===== src/rtl/seq_alu.sv =====
// Handshaked multi-cycle ALU: single-cycle logic/arith/shift ops plus an iterative
// shift-add multiplier retiring MUL_BITS multiplier bits per cycle.
module seq_alu #(
    parameter int WIDTH    = 32,
    parameter int MUL_BITS = 1,
    parameter int CTRL_W   = 3
) (
    input  logic              clk_i,
    input  logic              rst_i,
    input  logic              valid_i,
    output logic              ready_o,
    input  logic [WIDTH-1:0]  data1_i,
    input  logic [WIDTH-1:0]  data2_i,
    input  logic [CTRL_W-1:0] ALUCtrl_i,
    output logic              valid_o,
    input  logic              ready_i,
    output logic [WIDTH-1:0]  data_o,
    output logic              Zero_o
);

    localparam int SH_W  = $clog2(WIDTH);
    localparam int STEPS = WIDTH / MUL_BITS;
    localparam int CNT_W = $clog2(STEPS + 1);

    localparam logic [CTRL_W-1:0] ALU_AND = CTRL_W'(0);
    localparam logic [CTRL_W-1:0] ALU_XOR = CTRL_W'(1);
    localparam logic [CTRL_W-1:0] ALU_SLL = CTRL_W'(2);
    localparam logic [CTRL_W-1:0] ALU_ADD = CTRL_W'(3);
    localparam logic [CTRL_W-1:0] ALU_SUB = CTRL_W'(4);
    localparam logic [CTRL_W-1:0] ALU_MUL = CTRL_W'(5);
    localparam logic [CTRL_W-1:0] ALU_SRA = CTRL_W'(6);
    localparam logic [CTRL_W-1:0] ALU_SRL = CTRL_W'(7);

    typedef enum logic [1:0] {
        IDLE = 2'd0,
        MUL  = 2'd1,
        DONE = 2'd2
    } state_t;

    state_t           state;
    logic [WIDTH-1:0] mcand;
    logic [WIDTH-1:0] mplier;
    logic [WIDTH-1:0] acc;
    logic [CNT_W-1:0] cnt;
    logic [WIDTH-1:0] alu_res;
    logic [WIDTH-1:0] mul_sum;
    logic [SH_W-1:0]  shamt;

    assign ready_o = (state == IDLE);
    assign shamt   = data2_i[SH_W-1:0];

    // NOTE: every always_comb output gets a default first, so no path can infer a latch.
    always_comb begin
        alu_res = '0;
        case (ALUCtrl_i)
            ALU_AND: alu_res = data1_i & data2_i;
            ALU_XOR: alu_res = data1_i ^ data2_i;
            ALU_SLL: alu_res = data1_i << shamt;
            ALU_ADD: alu_res = data1_i + data2_i;
            ALU_SUB: alu_res = data1_i - data2_i;
            ALU_SRA: alu_res = WIDTH'($signed(data1_i) >>> shamt);
            ALU_SRL: alu_res = data1_i >> shamt;
            default: alu_res = '0;
        endcase
    end

    // Partial products of the low MUL_BITS multiplier bits folded into the accumulator.
    always_comb begin
        mul_sum = acc;
        for (int i = 0; i < MUL_BITS; i++) begin
            if (mplier[i]) mul_sum = mul_sum + (mcand << i);
        end
    end

    // NOTE: sequential state uses non-blocking assignments only, so every register
    // samples pre-edge values regardless of statement order.
    always_ff @(posedge clk_i or negedge rst_i) begin
        if (!rst_i) begin
            state   <= IDLE;
            valid_o <= 1'b0;
            data_o  <= '0;
            Zero_o  <= 1'b1;
            mcand   <= '0;
            mplier  <= '0;
            acc     <= '0;
            cnt     <= '0;
        end else begin
            case (state)
                IDLE: begin
                    if (valid_i && ready_o) begin
                        if (ALUCtrl_i == ALU_MUL) begin
                            mcand  <= data1_i;
                            mplier <= data2_i;
                            acc    <= '0;
                            cnt    <= CNT_W'(STEPS);
                            state  <= MUL;
                        end else begin
                            data_o  <= alu_res;
                            Zero_o  <= (alu_res == '0);
                            valid_o <= 1'b1;
                            state   <= DONE;
                        end
                    end
                end
                MUL: begin
                    acc    <= mul_sum;
                    mplier <= mplier >> MUL_BITS;
                    mcand  <= mcand << MUL_BITS;
                    cnt    <= cnt - CNT_W'(1);
                    if (cnt == CNT_W'(1)) begin
                        data_o  <= mul_sum;
                        Zero_o  <= (mul_sum == '0);
                        valid_o <= 1'b1;
                        state   <= DONE;
                    end
                end
                DONE: begin
                    if (ready_i) begin
                        valid_o <= 1'b0;
                        state   <= IDLE;
                    end
                end
                default: begin
                    valid_o <= 1'b0;
                    state   <= IDLE;
                end
            endcase
        end
    end

endmodule


===== config.mk =====
export PLATFORM = sky130hd
export DESIGN_NAME = seq_alu
export DESIGN_NICKNAME = d
export VERILOG_FILES = /design/src/rtl/seq_alu.sv
export SDC_FILE = /design/constraint.sdc
export NUM_CORES = 1
export LEC_CHECK = 0
export CAP_MARGIN = 20
export CORE_ASPECT_RATIO = 0.7
export CORE_MARGIN = 2
export CORE_UTILIZATION = 60
export DETAILED_ROUTE_END_ITERATION = 8
export PLACE_DENSITY = 0.81
export SLEW_MARGIN = 20
export SYNTH_ARGS = -nofsm -noshare
export SYNTH_HDL_FRONTEND = slang
export SYNTH_SLANG_ARGS = --single-unit
export TNS_END_PERCENT = 1

===== constraint.sdc =====
create_clock -name clk_i -period 9.7 [get_ports clk_i]
set_input_delay 0.97 -clock clk_i [delete_from_list [all_inputs] [get_ports clk_i]]
set_output_delay 0.97 -clock clk_i [all_outputs]
set_load 0.03 [all_outputs]

==> results.md <==
* Reg2Reg Setup Slack at 5.09 ns
* Mapped Cells at 2058
* Post-route insts no fill at 2436
* Critical path type: in2reg
* Commonest non-fill, non-tap cells in the layout: nand2_1, nor2_1, a21oi_1, dfrtp_1, mux2i_1
* TNS Setup at 0 ns
* Nets at 2235
* Port bufs at 105
* Crit path cell chain: clkdlybuf4s50_1, buf_4, nor3_1, and3_1, and2_1, nand2_1, o21ai_0, xor2_1, ha_1, a21oi_1, o21ai_0, a221oi_1, o211ai_1, a2111oi_0, o211ai_1, nor4_2, nand4_1, nor4_1, a32oi_1, o31ai_1
* Predominant post-synthesis flop cell: dfrtp_1
* Starting DRT DRC Count at 2991
* # hold bufs at CTS at 0
* Ys async rst share at 100%
* Mean post-synth cell area at 7.76 sq um
* #FFs+latches synth at 138
* DR vias/cell at 7.43
* Bufs on Longest Clock Path at 2
* Post-CTS Resized at 0
* Routed Antenna Nets at 0
* Starting Density at 61.6%
* DRC Markers at 0
* Post-synth top area share at 21.5%
* Max Transition Viols Final at 0
* Synthesized area at 0.0160 sq mm
* Distinct cells, synth at 83
* Storage element area at 0.00345 sq mm
* Number of flops mapped to enable cells by yosys at 0
* Slew HR at 31.9%
* CP Data Arrival Time at 6.74 ns
* Status: complete, no violations
* Most common cell after layout, fill and taps aside: nand2_1
* R2r worst-path depth at 13
* HP Class: in2async
* Area Overhead vs Synth at 10.9%
* Placement row count at 49
* Final period util at 65.8%
* Vias in the first global route at 16571
* Multi-input logic area at 0.0118 sq mm
* Crit-path leading delay family: simple AND/OR/NAND/NOR gates
* # clock sinks at 138
* Final Setup Violations at 0
* Synth area leaders: dfrtp_1, mux2i_1, ha_1
* Unrepaired setup endpoints after global routing: false
* Filler Cell Count at 2063
* Synth warn at 0
* DR vias at 18107
* Total power at 4.59 mW
* First-pass GRT wire length at 104 mm
* TritonCTS clock tree: yes
* Grt total ovfl at 0
* Mapped Nets at 2229
* DR WL/cell at 28.8 um
* Final worst slack at 3.31 ns
* Root buffer cell: clkbuf_16
* Tightest Pin Transition at 1.02 ns
* GRT Util Overall at 50.2%
* Die width at 199 um
* Crit Path Max Fanout at 47
* CTS Buf Count at 17
* P_leak at 7.61 nW
* Placer Congestion at 1.08
* Clk pin slew, worst setup/hold paths at 0.07 ns
* Crit end category: flop
* Detailed Route WL at 70.2 mm
* Post-synthesis sequential area ratio at 21.6%
* H-tree depth reported by CTS at 4
* Core box area at 0.0259 sq mm
* Share of layout cells above drive strength 1 at 8.14%
* Clk_lat worst skew at 0.46 ns
* Clock skew at 0.0155 ns
* Setup bufs post-CTS at 0
* Slowest cell on crit path: nor3_1
* DR pass1 iterations at 7
* Crit Reg-Reg Endpoint: Zero_o
* Cell Pwr Density at 259 mW/mm^2
* CP max stage delay at 0.72 ns
* Place WS at 3.11 ns
* Largest net degree at the start of global routing at 85
* VDD IR max at 0.254 mV
* Worst r2r src: acc[0]
* Height of the die at 140 um
* Placed cells at 2402
* DP Wirelength at 50.8 mm
* Crit path time final at 6.39 ns
* Num ports at 106
* Post-synth top area cell: dfrtp_1
* CP required at 10.06 ns
* Startpoint types: input port
* Crit path buffers/inverters at 2
* Initial antenna violation count at 2
* Max Freq at 157 MHz
* Full die area at 0.0279 sq mm
* Fin. Hold Viols at 0
* Max cap viols at 0
==> layout make-up <==
class	instances	area share, %
multi-input cells	1734	66.6
flip-flops and latches	138	19.5
repair buffers	141	7.38
well taps	357	2.52
clock buffers	18	2.42
clock inverters	14	0.862
inverters	32	0.678
diodes	2	0.0283
==> kinds of logic after synthesis <==
logic type | after synthesis | share of synthesized area (%)
flip-flops | 138 | 21.6
adder cells (fa/ha/maj) | 100 | 7.93
XOR/XNOR | 82 | 4.50
multiplexers | 194 | 14.6
buffers and inverters | 186 | 4.75
AO/OA/AOI/OAI | 621 | 25.6
AND/OR/NAND/NOR | 737 | 20.9
==> per-stage QoR <==
step | utilization (%) | cell area [sq um] | hold slack, ns
final | 68.3 | 17700 | 0.481
after global routing | 68.3 | 17700 | 0.505
after CTS | 68.2 | 17700 | 0.485
after detailed placement | 66.0 | 17100 | 0.470
after global placement | 66.0 | 17100 | 0.461
after floorplan | - | 16000 | 0.467
==> registers in the layout (all words and copies together) (netlist names) <==
name,cells
valid_o,1
acc,32
cnt,6
mcand,32
Zero_o,1
data_o,32
state,2
mplier,32
==> power breakdown <==
part | switching (mW) | internal (mW) | leakage, nW
logic | 1.75 | 1.09 | 5.66
registers | 0.217 | 0.839 | 1.67
clock network | 0.322 | 0.365 | 0.278
total | 2.29 | 2.30 | 7.61
==> synth_stat cells, types with 36 or more instances <==
cell      count
mux2i_1     128
nand2_1     277
dfrtp_1     137
xnor2_1      55
a21oi_1     137
ha_1         98
nor2_1      232
a31oi_1      75
clkbuf_1    110
a21o_1       37
mux2_2       36
o21ai_0     109
==> how the worst max path moves through the flow <==
stage	from	to	slack, ns	cells after the start
floorplan	ALUCtrl_i[0]	data_o[27]	4.18	19
global placement	ALUCtrl_i[2]	Zero_o	3.37	17
detailed placement	data2_i[4]	Zero_o	3.11	20
CTS	data2_i[4]	Zero_o	3.57	20
global route	data2_i[4]	Zero_o	3.22	20
finish	data2_i[4]	Zero_o	3.31	20
==> layer usage <==
metal	GRT usage (%)	share of wire, %
met4	20.8	5.4
met1	68.8	38
met3	22.1	17
met5	2.82	0.11
met2	68.0	39
Note: power is estimated with default switching activity, not from simulation.
